## src/rtl/lsu_ctrl_if.sv

```systemverilog
// Bundle of the request, response and data-memory signals around lsu_ctrl.
// The slave modport is the controller's view; the master modport is the pipeline and memory side.
interface lsu_ctrl_if;
  // Handshake rule: on both the request and response channels, a transfer occurs on a rising
  // edge where valid && ready. While valid is high and ready is low, the producer holds the
  // payload unchanged. Ready never depends on valid.
  logic        req_valid_i;
  logic        req_ready_o;
  logic        req_we_i;
  logic [2:0]  req_funct3_i;
  logic [31:0] req_addr_i;
  logic [31:0] req_wdata_i;

  logic        resp_valid_o;
  logic        resp_ready_i;
  logic [31:0] resp_rdata_o;
  logic [1:0]  resp_fault_o;

  logic        mem_re_o;
  logic        mem_we_o;
  logic [31:0] mem_r_addr_o;
  logic [31:0] mem_w_addr_o;
  logic [31:0] mem_w_data_o;
  logic [2:0]  mem_mode_o;
  logic [31:0] mem_data_i;

  modport slave (
    input  req_valid_i, req_we_i, req_funct3_i, req_addr_i, req_wdata_i,
    input  resp_ready_i, mem_data_i,
    output req_ready_o, resp_valid_o, resp_rdata_o, resp_fault_o,
    output mem_re_o, mem_we_o, mem_r_addr_o, mem_w_addr_o, mem_w_data_o, mem_mode_o
  );

  modport master (
    output req_valid_i, req_we_i, req_funct3_i, req_addr_i, req_wdata_i,
    output resp_ready_i, mem_data_i,
    input  req_ready_o, resp_valid_o, resp_rdata_o, resp_fault_o,
    input  mem_re_o, mem_we_o, mem_r_addr_o, mem_w_addr_o, mem_w_data_o, mem_mode_o
  );
endinterface

```

## src/rtl/lsu_ctrl.sv

```systemverilog
// Load/store control: validates one request at a time, drives the memory port for a single
// ACCESS cycle, then holds a registered extended load result or store acknowledgement.
module lsu_ctrl #(
    parameter logic [31:0] MEM_BASE         = 32'h8000_0000,
    parameter logic [31:0] MEM_SIZE         = 32'h0010_0000,
    parameter bit          ALLOW_MISALIGNED = 1'b1
) (
    input  logic       clk_i,
    input  logic       rst_n_i,
    lsu_ctrl_if.slave  bus,
    output logic [1:0] dbg_state_o
);

    typedef enum logic [1:0] {
        IDLE   = 2'd0,
        ACCESS = 2'd1,
        RESP   = 2'd2
    } state_t;

    localparam logic [1:0] FAULT_OK    = 2'b00;
    localparam logic [1:0] FAULT_ALIGN = 2'b01;
    localparam logic [1:0] FAULT_RANGE = 2'b10;
    localparam logic [1:0] FAULT_F3    = 2'b11;

    localparam logic [32:0] RANGE_LO = {1'b0, MEM_BASE};
    localparam logic [32:0] RANGE_HI = {1'b0, MEM_BASE} + {1'b0, MEM_SIZE} - 33'd1;

    state_t      state;
    logic        req_ready_q;
    logic        we_q;
    logic [2:0]  funct3_q;
    logic [1:0]  fault_q;
    logic        mem_re_q;
    logic        mem_we_q;
    logic [31:0] mem_addr_q;
    logic [31:0] mem_wdata_q;
    logic [2:0]  mem_mode_q;
    logic        resp_valid_q;
    logic [31:0] resp_rdata_q;
    logic [1:0]  resp_fault_q;

    logic        f3_illegal;
    logic        misaligned;
    logic        out_of_range;
    logic [1:0]  last_off;
    logic [32:0] addr_lo;
    logic [32:0] addr_hi;
    logic [1:0]  req_fault;
    logic [31:0] load_ext;
    logic        handshake;

    assign handshake = bus.req_valid_i && (state == IDLE);

    // Request checks, evaluated on the raw request so the fault is registered with it.
    always_comb begin
        f3_illegal = 1'b1;
        case (bus.req_funct3_i)
            3'b000, 3'b001, 3'b010: f3_illegal = 1'b0;
            3'b100, 3'b101:         f3_illegal = bus.req_we_i;
            default:                f3_illegal = 1'b1;
        endcase

        last_off = 2'd3;
        case (bus.req_funct3_i[1:0])
            2'b00:   last_off = 2'd0;
            2'b01:   last_off = 2'd1;
            default: last_off = 2'd3;
        endcase

        misaligned = 1'b0;
        if (!ALLOW_MISALIGNED) begin
            misaligned = ((bus.req_funct3_i[1:0] == 2'b01) && bus.req_addr_i[0]) ||
                         ((bus.req_funct3_i[1:0] == 2'b10) && (bus.req_addr_i[1:0] != 2'b00));
        end

        // 33-bit compare so an access straddling 32'hFFFF_FFFF cannot wrap into range.
        addr_lo      = {1'b0, bus.req_addr_i};
        addr_hi      = addr_lo + {31'd0, last_off};
        out_of_range = (addr_lo < RANGE_LO) || (addr_hi > RANGE_HI);

        if (f3_illegal)        req_fault = FAULT_F3;
        else if (misaligned)   req_fault = FAULT_ALIGN;
        else if (out_of_range) req_fault = FAULT_RANGE;
        else                   req_fault = FAULT_OK;
    end

    // Memory returns bytes starting at the access address, so no lane shifting is needed.
    always_comb begin
        case (funct3_q)
            3'b000:  load_ext = {{24{bus.mem_data_i[7]}}, bus.mem_data_i[7:0]};
            3'b001:  load_ext = {{16{bus.mem_data_i[15]}}, bus.mem_data_i[15:0]};
            3'b100:  load_ext = {24'd0, bus.mem_data_i[7:0]};
            3'b101:  load_ext = {16'd0, bus.mem_data_i[15:0]};
            default: load_ext = bus.mem_data_i;
        endcase
    end

    always_ff @(posedge clk_i) begin
        if (!rst_n_i) begin
            state        <= IDLE;
            req_ready_q  <= 1'b1;
            we_q         <= 1'b0;
            funct3_q     <= 3'd0;
            fault_q      <= FAULT_OK;
            mem_re_q     <= 1'b0;
            mem_we_q     <= 1'b0;
            mem_addr_q   <= 32'd0;
            mem_wdata_q  <= 32'd0;
            mem_mode_q   <= 3'd0;
            resp_valid_q <= 1'b0;
            resp_rdata_q <= 32'd0;
            resp_fault_q <= FAULT_OK;
        end else begin
            case (state)
                IDLE: begin
                    if (handshake) begin
                        we_q        <= bus.req_we_i;
                        funct3_q    <= bus.req_funct3_i;
                        fault_q     <= req_fault;
                        mem_re_q    <= (req_fault == FAULT_OK) && !bus.req_we_i;
                        mem_we_q    <= (req_fault == FAULT_OK) && bus.req_we_i;
                        mem_addr_q  <= bus.req_addr_i - MEM_BASE;
                        mem_wdata_q <= bus.req_wdata_i;
                        mem_mode_q  <= bus.req_funct3_i;
                        req_ready_q <= 1'b0;
                        state       <= ACCESS;
                    end
                end
                ACCESS: begin
                    mem_re_q     <= 1'b0;
                    mem_we_q     <= 1'b0;
                    mem_addr_q   <= 32'd0;
                    mem_wdata_q  <= 32'd0;
                    mem_mode_q   <= 3'd0;
                    resp_valid_q <= 1'b1;
                    resp_fault_q <= fault_q;
                    resp_rdata_q <= ((fault_q == FAULT_OK) && !we_q) ? load_ext : 32'd0;
                    state        <= RESP;
                end
                RESP: begin
                    if (bus.resp_ready_i) begin
                        resp_valid_q <= 1'b0;
                        req_ready_q  <= 1'b1;
                        state        <= IDLE;
                    end
                end
                default: begin
                    req_ready_q <= 1'b1;
                    state       <= IDLE;
                end
            endcase
        end
    end

    assign bus.req_ready_o  = req_ready_q;
    assign bus.resp_valid_o = resp_valid_q;
    assign bus.resp_rdata_o = resp_rdata_q;
    assign bus.resp_fault_o = resp_fault_q;

    // Enables also see reset directly so a reset landing mid-ACCESS never writes memory.
    assign bus.mem_re_o     = mem_re_q && rst_n_i;
    assign bus.mem_we_o     = mem_we_q && rst_n_i;
    assign bus.mem_r_addr_o = mem_addr_q;
    assign bus.mem_w_addr_o = mem_addr_q;
    assign bus.mem_w_data_o = mem_wdata_q;
    assign bus.mem_mode_o   = mem_mode_q;

    assign dbg_state_o = state;

endmodule
```

## src/flat_wrapper.sv

```systemverilog
// flat-port wrapper written by rule: the top's interface ports become plain ports
module lsu_ctrl_flat 
#(
    parameter logic [31:0] MEM_BASE         = 32'h8000_0000,
    parameter logic [31:0] MEM_SIZE         = 32'h0010_0000,
    parameter bit          ALLOW_MISALIGNED = 1'b1
)
  (clk_i, rst_n_i, dbg_state_o, bus_req_valid_i, bus_req_we_i, bus_req_funct3_i, bus_req_addr_i, bus_req_wdata_i, bus_resp_ready_i, bus_mem_data_i, bus_req_ready_o, bus_resp_valid_o, bus_resp_rdata_o, bus_resp_fault_o, bus_mem_re_o, bus_mem_we_o, bus_mem_r_addr_o, bus_mem_w_addr_o, bus_mem_w_data_o, bus_mem_mode_o);
  lsu_ctrl_if bus_i ();
  input  logic clk_i;
  input  logic rst_n_i;
  output logic [1:0] dbg_state_o;
  input wire logic [$bits(bus_i.req_valid_i)-1:0] bus_req_valid_i;
  input wire logic [$bits(bus_i.req_we_i)-1:0] bus_req_we_i;
  input wire logic [$bits(bus_i.req_funct3_i)-1:0] bus_req_funct3_i;
  input wire logic [$bits(bus_i.req_addr_i)-1:0] bus_req_addr_i;
  input wire logic [$bits(bus_i.req_wdata_i)-1:0] bus_req_wdata_i;
  input wire logic [$bits(bus_i.resp_ready_i)-1:0] bus_resp_ready_i;
  input wire logic [$bits(bus_i.mem_data_i)-1:0] bus_mem_data_i;
  output wire logic [$bits(bus_i.req_ready_o)-1:0] bus_req_ready_o;
  output wire logic [$bits(bus_i.resp_valid_o)-1:0] bus_resp_valid_o;
  output wire logic [$bits(bus_i.resp_rdata_o)-1:0] bus_resp_rdata_o;
  output wire logic [$bits(bus_i.resp_fault_o)-1:0] bus_resp_fault_o;
  output wire logic [$bits(bus_i.mem_re_o)-1:0] bus_mem_re_o;
  output wire logic [$bits(bus_i.mem_we_o)-1:0] bus_mem_we_o;
  output wire logic [$bits(bus_i.mem_r_addr_o)-1:0] bus_mem_r_addr_o;
  output wire logic [$bits(bus_i.mem_w_addr_o)-1:0] bus_mem_w_addr_o;
  output wire logic [$bits(bus_i.mem_w_data_o)-1:0] bus_mem_w_data_o;
  output wire logic [$bits(bus_i.mem_mode_o)-1:0] bus_mem_mode_o;
  assign bus_i.req_valid_i = bus_req_valid_i;
  assign bus_i.req_we_i = bus_req_we_i;
  assign bus_i.req_funct3_i = bus_req_funct3_i;
  assign bus_i.req_addr_i = bus_req_addr_i;
  assign bus_i.req_wdata_i = bus_req_wdata_i;
  assign bus_i.resp_ready_i = bus_resp_ready_i;
  assign bus_i.mem_data_i = bus_mem_data_i;
  assign bus_req_ready_o = bus_i.req_ready_o;
  assign bus_resp_valid_o = bus_i.resp_valid_o;
  assign bus_resp_rdata_o = bus_i.resp_rdata_o;
  assign bus_resp_fault_o = bus_i.resp_fault_o;
  assign bus_mem_re_o = bus_i.mem_re_o;
  assign bus_mem_we_o = bus_i.mem_we_o;
  assign bus_mem_r_addr_o = bus_i.mem_r_addr_o;
  assign bus_mem_w_addr_o = bus_i.mem_w_addr_o;
  assign bus_mem_w_data_o = bus_i.mem_w_data_o;
  assign bus_mem_mode_o = bus_i.mem_mode_o;
  lsu_ctrl #(.MEM_BASE(MEM_BASE), .MEM_SIZE(MEM_SIZE), .ALLOW_MISALIGNED(ALLOW_MISALIGNED)) u_core (.clk_i(clk_i), .rst_n_i(rst_n_i), .bus(bus_i), .dbg_state_o(dbg_state_o));
endmodule
```

## config.mk

```make
export PLATFORM = sky130hd
export DESIGN_NAME = lsu_ctrl_flat
export DESIGN_NICKNAME = d
export VERILOG_FILES = /design/src/rtl/lsu_ctrl_if.sv /design/src/rtl/lsu_ctrl.sv /design/src/flat_wrapper.sv
export SDC_FILE = /design/constraint.sdc
export NUM_CORES = 1
export LEC_CHECK = 0
export CORE_MARGIN = 2
export CORE_UTILIZATION = 39
export CTS_BUF_LIST = sky130_fd_sc_hd__clkbuf_16
export DETAILED_ROUTE_END_ITERATION = 8
export HOLD_SLACK_MARGIN = 0.05
export PLACE_DENSITY = 0.8
export SYNTH_ARGS = -nofsm -noshare
export SYNTH_HDL_FRONTEND = slang
export SYNTH_SLANG_ARGS = --single-unit
```

## constraint.sdc

```tcl
create_clock -name clk_i -period 3.67 [get_ports clk_i]
set_input_delay 0.9175 -clock clk_i [delete_from_list [all_inputs] [get_ports clk_i]]
set_output_delay 0.9175 -clock clk_i [all_outputs]
set_load 0.01 [all_outputs]
```

==> impl_results.rst <==
.. list-table::
   :header-rows: 1

   * - Metric
     - Value
   * - Number of resized instances in the post-cts repair step
     - 0
   * - Critical Path, Cell by Cell
     - clkdlybuf4s50_1, or2_2, ha_1, fa_1, nand3_1, o21ai_0, a41oi_1, a41oi_1, nor3_1, a311oi_1, o21a_1
   * - First-iteration detailed-routing DRC count
     - approximately 330
   * - Synth top area share
     - just under 50%
   * - Buffer levels on the longest clock path
     - 2
   * - # Post-CTS Setup Buffers
     - 0
   * - Clock share of power
     - 43.7%
   * - Most used standard cell by instance count after synthesis
     - dfxtp_1
   * - Total of flip-flops plus latches after synthesis
     - 113
   * - Maximum number of pins on one net before global-route repair
     - 65
   * - Outcome
     - finished clean
   * - Cell Pwr Density
     - about 460 nW/um^2
   * - Core Box Area
     - between 10000 and 15000 um^2
   * - GRT Resource Usage Total
     - 21.4%
   * - Synthesis warning total
     - 0
   * - Overall routed net length
     - 14.0 mm
   * - Total negative slack for setup checks
     - 0 ps
   * - Peak fanout along the critical path
     - 4
   * - Number of primary I/O pins
     - 243
   * - Maximum operating frequency
     - 310 MHz
   * - Pre-Repair DR Iteration Count
     - 4
   * - Switching part of the total power
     - between 20% and 30%
   * - # nets final
     - 779
   * - Post-route total power
     - 0.00339 W
   * - Proportion of layout cells with a drive suffix above 1
     - ~6.8%
   * - Crit path DAT
     - 3510 ps
   * - Half-perimeter wire length after placement
     - 10.2 mm
   * - Post-synthesis to final-layout area growth
     - 60.9%
   * - H-tree depth reported by CTS
     - 4
   * - Setup Skew
     - 11.0 ps
   * - Setup repair after global routing missed its margin
     - no
   * - Final Setup Violations
     - 0
   * - Max-cap violation count
     - 0
   * - Share of power burned in combinational logic
     - 16.3%
   * - CP max stage delay
     - 450 ps
   * - Commonest register cell after synthesis
     - dfxtp_1
   * - Die boundary height
     - 112 um
   * - Class of the most critical hold timing path
     - reg2reg
   * - Worst skew pair latency
     - ~400 ps
   * - Number of buffers inserted during clock tree synthesis
     - 17
   * - Final critical delay including setup and external delays
     - 3230 ps
   * - Sequential power share
     - 40.0%
   * - Avg WL per Cell
     - 17.0 um
   * - Syn Area/Cell
     - 9.83 um^2
   * - Layout fillers
     - 960
   * - Slew Limit Headroom
     - 18.1%
   * - Cell area reported after detailed placement
     - approximately 6900 um^2
   * - Commonest cells post-synth
     - dfxtp_1, a22o_1, nand2_1, buf_4, o21ai_0
   * - First-pass GRT wire length
     - 21.7 mm
   * - Proportion of synthesized area in mux cells
     - 0.872%
   * - Adder-cell area share of the yosys netlist
     - 0.981%
   * - Area of the mapped netlist
     - 4590 um^2
   * - Remaining global-route overflow
     - 0
   * - WP data required
     - a little under 4000 ps
   * - Die Area
     - between 10000 and 15000 um^2
   * - Psw
     - 0.000805 W
   * - Top cell family by delay on the critical path
     - simple AND/OR/NAND/NOR gates
   * - Overall die width
     - around 110 um
   * - FF/Latch Area
     - 2260 um^2
   * - Via count of the routed design
     - 4340
   * - Count of unresolved DRC violations after routing
     - 0
   * - Fraction of synthesis flops using an asynchronous set or reset pin
     - 0%
   * - Gate count after technology mapping
     - 467
   * - Cell type with the highest aggregate area in the netlist
     - dfxtp_1
   * - Number of standard-cell rows in the floorplan
     - 39
   * - Antenna Violating Nets Remaining
     - 0
   * - Placed Cells incl. Taps
     - 796
   * - Distinct cell type count of the synthesized netlist
     - between 50 and 60
   * - RD Place Congestion
     - 0.862
   * - Worst Max-Slew Pin Slew
     - 1230 ps
   * - Sink Count
     - 113
   * - Static Leakage
     - 2.72 nW
   * - Critical Path Sink Type
     - register
   * - Cell occurring most often along the worst timing path
     - a41oi_1
   * - Clock transition at the registers of the reported paths
     - 50 ps
   * - Seq/Total Area, Yosys
     - just under 50%
   * - Number of buffer cells added on primary ports
     - 242
   * - Post-CTS Hold Buffers
     - 0
   * - Clock tree from TritonCTS
     - done
   * - Number of flops mapped to enable cells by yosys
     - 0
   * - Kind of start point of the critical path
     - input port
   * - Main combinational cell family by area after synthesis
     - compound AO/OA/AOI/OAI gates
   * - Initial antenna violation count
     - 0
   * - Multi-input logic area
     - 1930 um^2
   * - Count of placed standard cells in the final layout, fillers left out
     - 824
   * - Synthesized netlist net count
     - 574
   * - Final hold viol count
     - 0
   * - Area share of xor/xnor cells in the synthesized design
     - 0.382%
   * - Internal power
     - 0.00259 W
   * - Max-slew violation count
     - 0
   * - Period utilization
     - slightly below 90%
   * - Utilization after layout
     - 64.4%
   * - Kind of critical path
     - in2reg
   * - Antenna cells
     - 0
   * - Clock tree root buffer cell
     - clkbuf_16
   * - Sum of buffers and inverters on the critical path
     - 1
   * - Worst ir drop on vdd
     - roughly 300 uV
   * - Main area contributors after synthesis
     - dfxtp_1, a22o_1, buf_4
   * - Fraction of the mapped netlist area in compound gates
     - 25.3%
   * - Number of global-route vias before repair
     - 4342
   * - Standard cell with the maximum stage delay on the critical path
     - clkdlybuf4s50_1
   * - Initial cell density of the core
     - 40.0%
   * - Post-route design area
     - around 7400 um^2
   * - Simple-gate share of the synthesized area
     - between 10% and 20%
   * - Avg Vias per Cell
     - 5.27
## per-layer routing
| metal | part of all wire, % | vias up | GRT usage, % |
|---|---|---|---|
| met5 | 0 | - | 0 |
| met4 | 2.2 | 0 | 8.13 |
| li1 | - | 2064 | - |
| met1 | 42 | 2055 | 25.3 |
| met2 | 49 | 193 | 37.3 |
| met3 | 6.7 | 28 | 5.78 |
## power groups by stage
stage	logic, W	clock network [W]	registers [W]
floorplan	0.000214	0	0.00140
global placement	0.000543	0	0.00138
detailed placement	0.000553	0	0.00138
CTS	0.000558	0.00151	0.00136
global route	0.000592	0.00157	0.00137
finish	0.000554	0.00148	0.00136
## path summary, 6_finish.rpt
| path | startpoint | slack [ps] | endpoint | depth (start not counted) |
|---|---|---|---|---|
| worst min register to register | u_core.bus.resp_rdata_o[16] | 450 | u_core.bus.resp_rdata_o[16] | 2 |
| worst min-delay path | u_core.bus.resp_rdata_o[16] | 450 | u_core.bus.resp_rdata_o[16] | 2 |
| worst max-delay path | bus_req_funct3_i[0] | 440 | u_core.fault_q[1] | 11 |
| worst max register to register | u_core.dbg_state_o[1] | 1430 | u_core.bus.mem_r_addr_o[0] | 4 |
## worst min-delay path, cell delays in order (launching register included)
cell and delay (ps):
dfxtp_1 300, nand2_1 50, a21boi_1 50
## cells by family after synthesis
kind of cell	Yosys count
AND/OR/NAND/NOR	117
flip-flops	113
AO/OA/AOI/OAI	160
buffers and inverters	68
XOR/XNOR	2
multiplexers	4
adder cells (fa/ha/maj)	3
## flip-flops by register name, indices dropped and copies added, names as in the netlist
register                 flops
u_core.mem_re_q              1
u_core.bus.mem_r_addr_o     32
u_core.bus.req_ready_o       1
u_core.bus.resp_valid_o      1
u_core.fault_q               2
u_core.we_q                  1
u_core.bus.resp_fault_o      2
u_core.bus.mem_w_data_o     32
u_core.dbg_state_o           2
u_core.mem_we_q              1
u_core.bus.mem_mode_o        3
u_core.bus.resp_rdata_o     32
u_core.funct3_q              3
## per-stage QoR
stage / worst slack [ps] / hold WS, ps
2_1_floorplan: 764 / 452
3_3_place_gp: 166 / 437
3_5_place_dp: 105 / 441
4_1_cts: 507 / 449
5_1_grt: 370 / 470
6_report: 445 / 445
## cells in the final DEF, fill, tap and decap left out, types with 2 or more instances in the layout
cell type / n
a21boi_0: 10
a21boi_1: 16
a21oi_1: 18
a21oi_2: 2
a22o_1: 60
a22oi_1: 9
a41oi_1: 2
and2_1: 2
buf_4: 5
bufinv_16: 2
clkbuf_16: 17
clkdlybuf4s50_1: 242
clkinv_1: 5
clkinv_2: 3
dfxtp_1: 113
ha_1: 2
inv_1: 6
mux2i_1: 4
nand2_1: 43
nand3_1: 6
nand3b_1: 2
nand4_1: 5
nor2_1: 11
nor2b_1: 17
nor3_1: 8
o211a_1: 2
o21a_1: 2
o21ai_0: 21
o21ai_1: 12
or3_1: 2
xnor2_1: 2
## layout make-up
type                    count  area share (%)
multi-input cells         286            26.1
clock buffers              17            5.76
repair buffers            247            33.3
clock inverters            11            1.37
inverters                   7           0.356
well taps                 143            2.42
flip-flops and latches    113            30.6
Note: power is estimated with default switching activity, not from simulation.
==> RTL edit (same flow settings) <==
Make the reset (`rst_n_i`) asynchronous in one clocked block.
--- a/src/rtl/lsu_ctrl.sv
+++ b/src/rtl/lsu_ctrl.sv
@@ -95,7 +95,7 @@
         endcase
     end
 
-    always_ff @(posedge clk_i) begin
+    always_ff @(posedge clk_i or negedge rst_n_i) begin
         if (!rst_n_i) begin
             state        <= IDLE;
             req_ready_q  <= 1'b1;
Check against the original RTL: differs if rst_n_i is asserted again (counterexample within 4 cycles, from zero or initial values and one cycle with rst_n_i low); with rst_n_i held inactive, the same outputs for 10 cycles.
==> RTL edit against the original RTL <==
Design area grew 8.0%. Sequential cell count stayed put. Routed wire length up 12%. Critical path depth is the same. Worst setup slack worse by 0.16 ns. Register-to-register slack got worse by 0.30 ns. Synthesized area up 11%.
Power is not compared: it rests on default switching activity, and its combinational part moved more than twofold at a synthesized area within 25%.
==> RTL edit: results (changes against the original RTL) <==
stage,metric,value,unit,change
routing,met3 wire length,1.16,mm,+24%
logic_synthesis,sequential fraction of the synthesis area,55.6,%,+6.3 points
logic_synthesis,Area contributors post-synth,"dfrtp_1, nand2_1, nand3_1, a22o_1, buf_4",,
clock_tree,Num CTS Buffers,17,,unchanged
final_layout,# nets final,853,,+9.5%
place,placed cell count,899,,+13%
routing,DR vias,4745,,+9.3%
sta,Slew HR,42.2,%,+24 points
setup_path,CP Max Fanout,3,,-1
global_routing,vias in the first global route,4994,,+15%
sta,Layout Skew,0.00560,ns,-0.00543 ns
clock_tree,Clock Path Buffers,2,,unchanged
place,Place WS,-0.0727,ns,-0.177 ns
logic_synthesis,Yosys cell types,40,,-32%
final_layout,fill count,1052,,+9.6%
place,HPWL Detailed,11.1,mm,+8.7%
routing,routed metal-1 wire length,6.28,mm,+7.5%
clock_tree,Resized Gates After CTS,0,,unchanged
worst_hold_path,worst hold path class,input port to async pin,,
final_layout,area grow syn2layout,56.7,%,
logic_synthesis,"Top FF cell, synth",dfrtp_1,,
setup_path,Worst Path Arrival,3.74,ns,+0.23 ns
run_status,status,"complete, no violations",,
global_routing,global-route wire length before repair,25.2,mm,+16%
routing,DR pass1 iterations,5,,+1
routing,DRC violation total after the first TritonRoute iteration,387,,+19%
logic_synthesis,Cells after Synth,541,,+16%
routing,met2 WL,7.83,mm,+13%
final_layout,share of cells above drive strength 1,6.21,%,-0.55 points
logic_synthesis,"Net Count, Synth",648,,+13%
setup_path,CP peak stage delay,0.48,ns,+0.03 ns
global_routing,largest net degree at the start of global routing,75,,+15%
place,Final Wtd Congestion,0.926,,+7.5%
routing,Avg Vias per Cell,5.11,,-3.0%
logic_synthesis,ys async rst share,100,%,+100 points
-- RTL edit: critical path: cells and delay by family --
family | cells | cell delay, ns
simple gates | 3 | 0.91
fa+ha+maj | 2 | 0.39
mux | 1 | 0.39
buf+inv | 2 | 0.55
compound gates | 3 | 0.59
-- RTL edit: power by group --
group          internal, W  total [W]  switching [W]
registers          0.00166    0.00201       0.000349
clock network     0.000962    0.00149       0.000530
logic              0.00128    0.00243        0.00115
-- RTL edit: per-layer routing --
metal | vias up | GRT usage, %
li1 | 2206 | -
met1 | 2311 | 26.5
met2 | 202 | 38.4
met3 | 26 | 7.48
met4 | 0 | 9.71
met5 | - | 0
-- RTL edit: area by class of cell --
class / count / share of cell area (%)
Clock buffer: 17 / 5.33
Clock inverter: 13 / 1.33
Inverter: 5 / 0.235
Multi-Input combinational cell: 357 / 23.7
Sequential cell: 113 / 35.5
Tap cell: 172 / 2.70
Timing Repair Buffer: 252 / 31.3
-- RTL edit: metrics by stage --
| step | area (µm²) | TNS, ns | util (%) |
|---|---|---|---|
| 4_1_cts | 7980 | 0 | 63.0 |
| 3_3_place_gp | 7440 | 0 | 58.8 |
| 2_1_floorplan | 5090 | 0 | - |
| 5_1_grt | 7980 | 0 | 63.0 |
| 3_5_place_dp | 7440 | -0.150 | 58.8 |
| 6_report | 7980 | 0 | 63.0 |
-- RTL edit: worst paths after layout --
check	startpoint	end	slack, ns	depth (start not counted)
worst max-delay path	bus_req_funct3_i[0]	u_core.fault_q[1]$_DFFE_PN0P_	0.28	11
worst min-delay path	rst_n_i	u_core.bus.mem_w_data_o[8]$_DFFE_PN0P_	0.37	1
min in group clk_i	u_core.bus.mem_mode_o[0]$_DFFE_PN0P_	u_core.bus.mem_mode_o[0]$_DFFE_PN0P_	0.48	2
max in group asynchronous	rst_n_i	u_core.bus.resp_rdata_o[23]$_DFFE_PN0P_	1.75	3
worst min register to register	u_core.bus.mem_mode_o[0]$_DFFE_PN0P_	u_core.bus.mem_mode_o[0]$_DFFE_PN0P_	0.48	2
worst max register to register	u_core.funct3_q[1]$_DFFE_PN0P_	u_core.bus.resp_rdata_o[21]$_DFFE_PN0P_	1.13	4
-- RTL edit: cell families (layout without fill, tap and decap cells) --
logic type / after synthesis / after routing / share of synthesized area, %
AO/OA/AOI/OAI: 66 / 66 / 9.78
XOR/XNOR: 2 / 2 / 0.344
adder cells (fa/ha/maj): 3 / 3 / 0.885
buffers and inverters: 71 / 287 / 7.62
flip-flops: 113 / 113 / 55.6
multiplexers: 3 / 3 / 0.664
AND/OR/NAND/NOR: 283 / 283 / 25.1
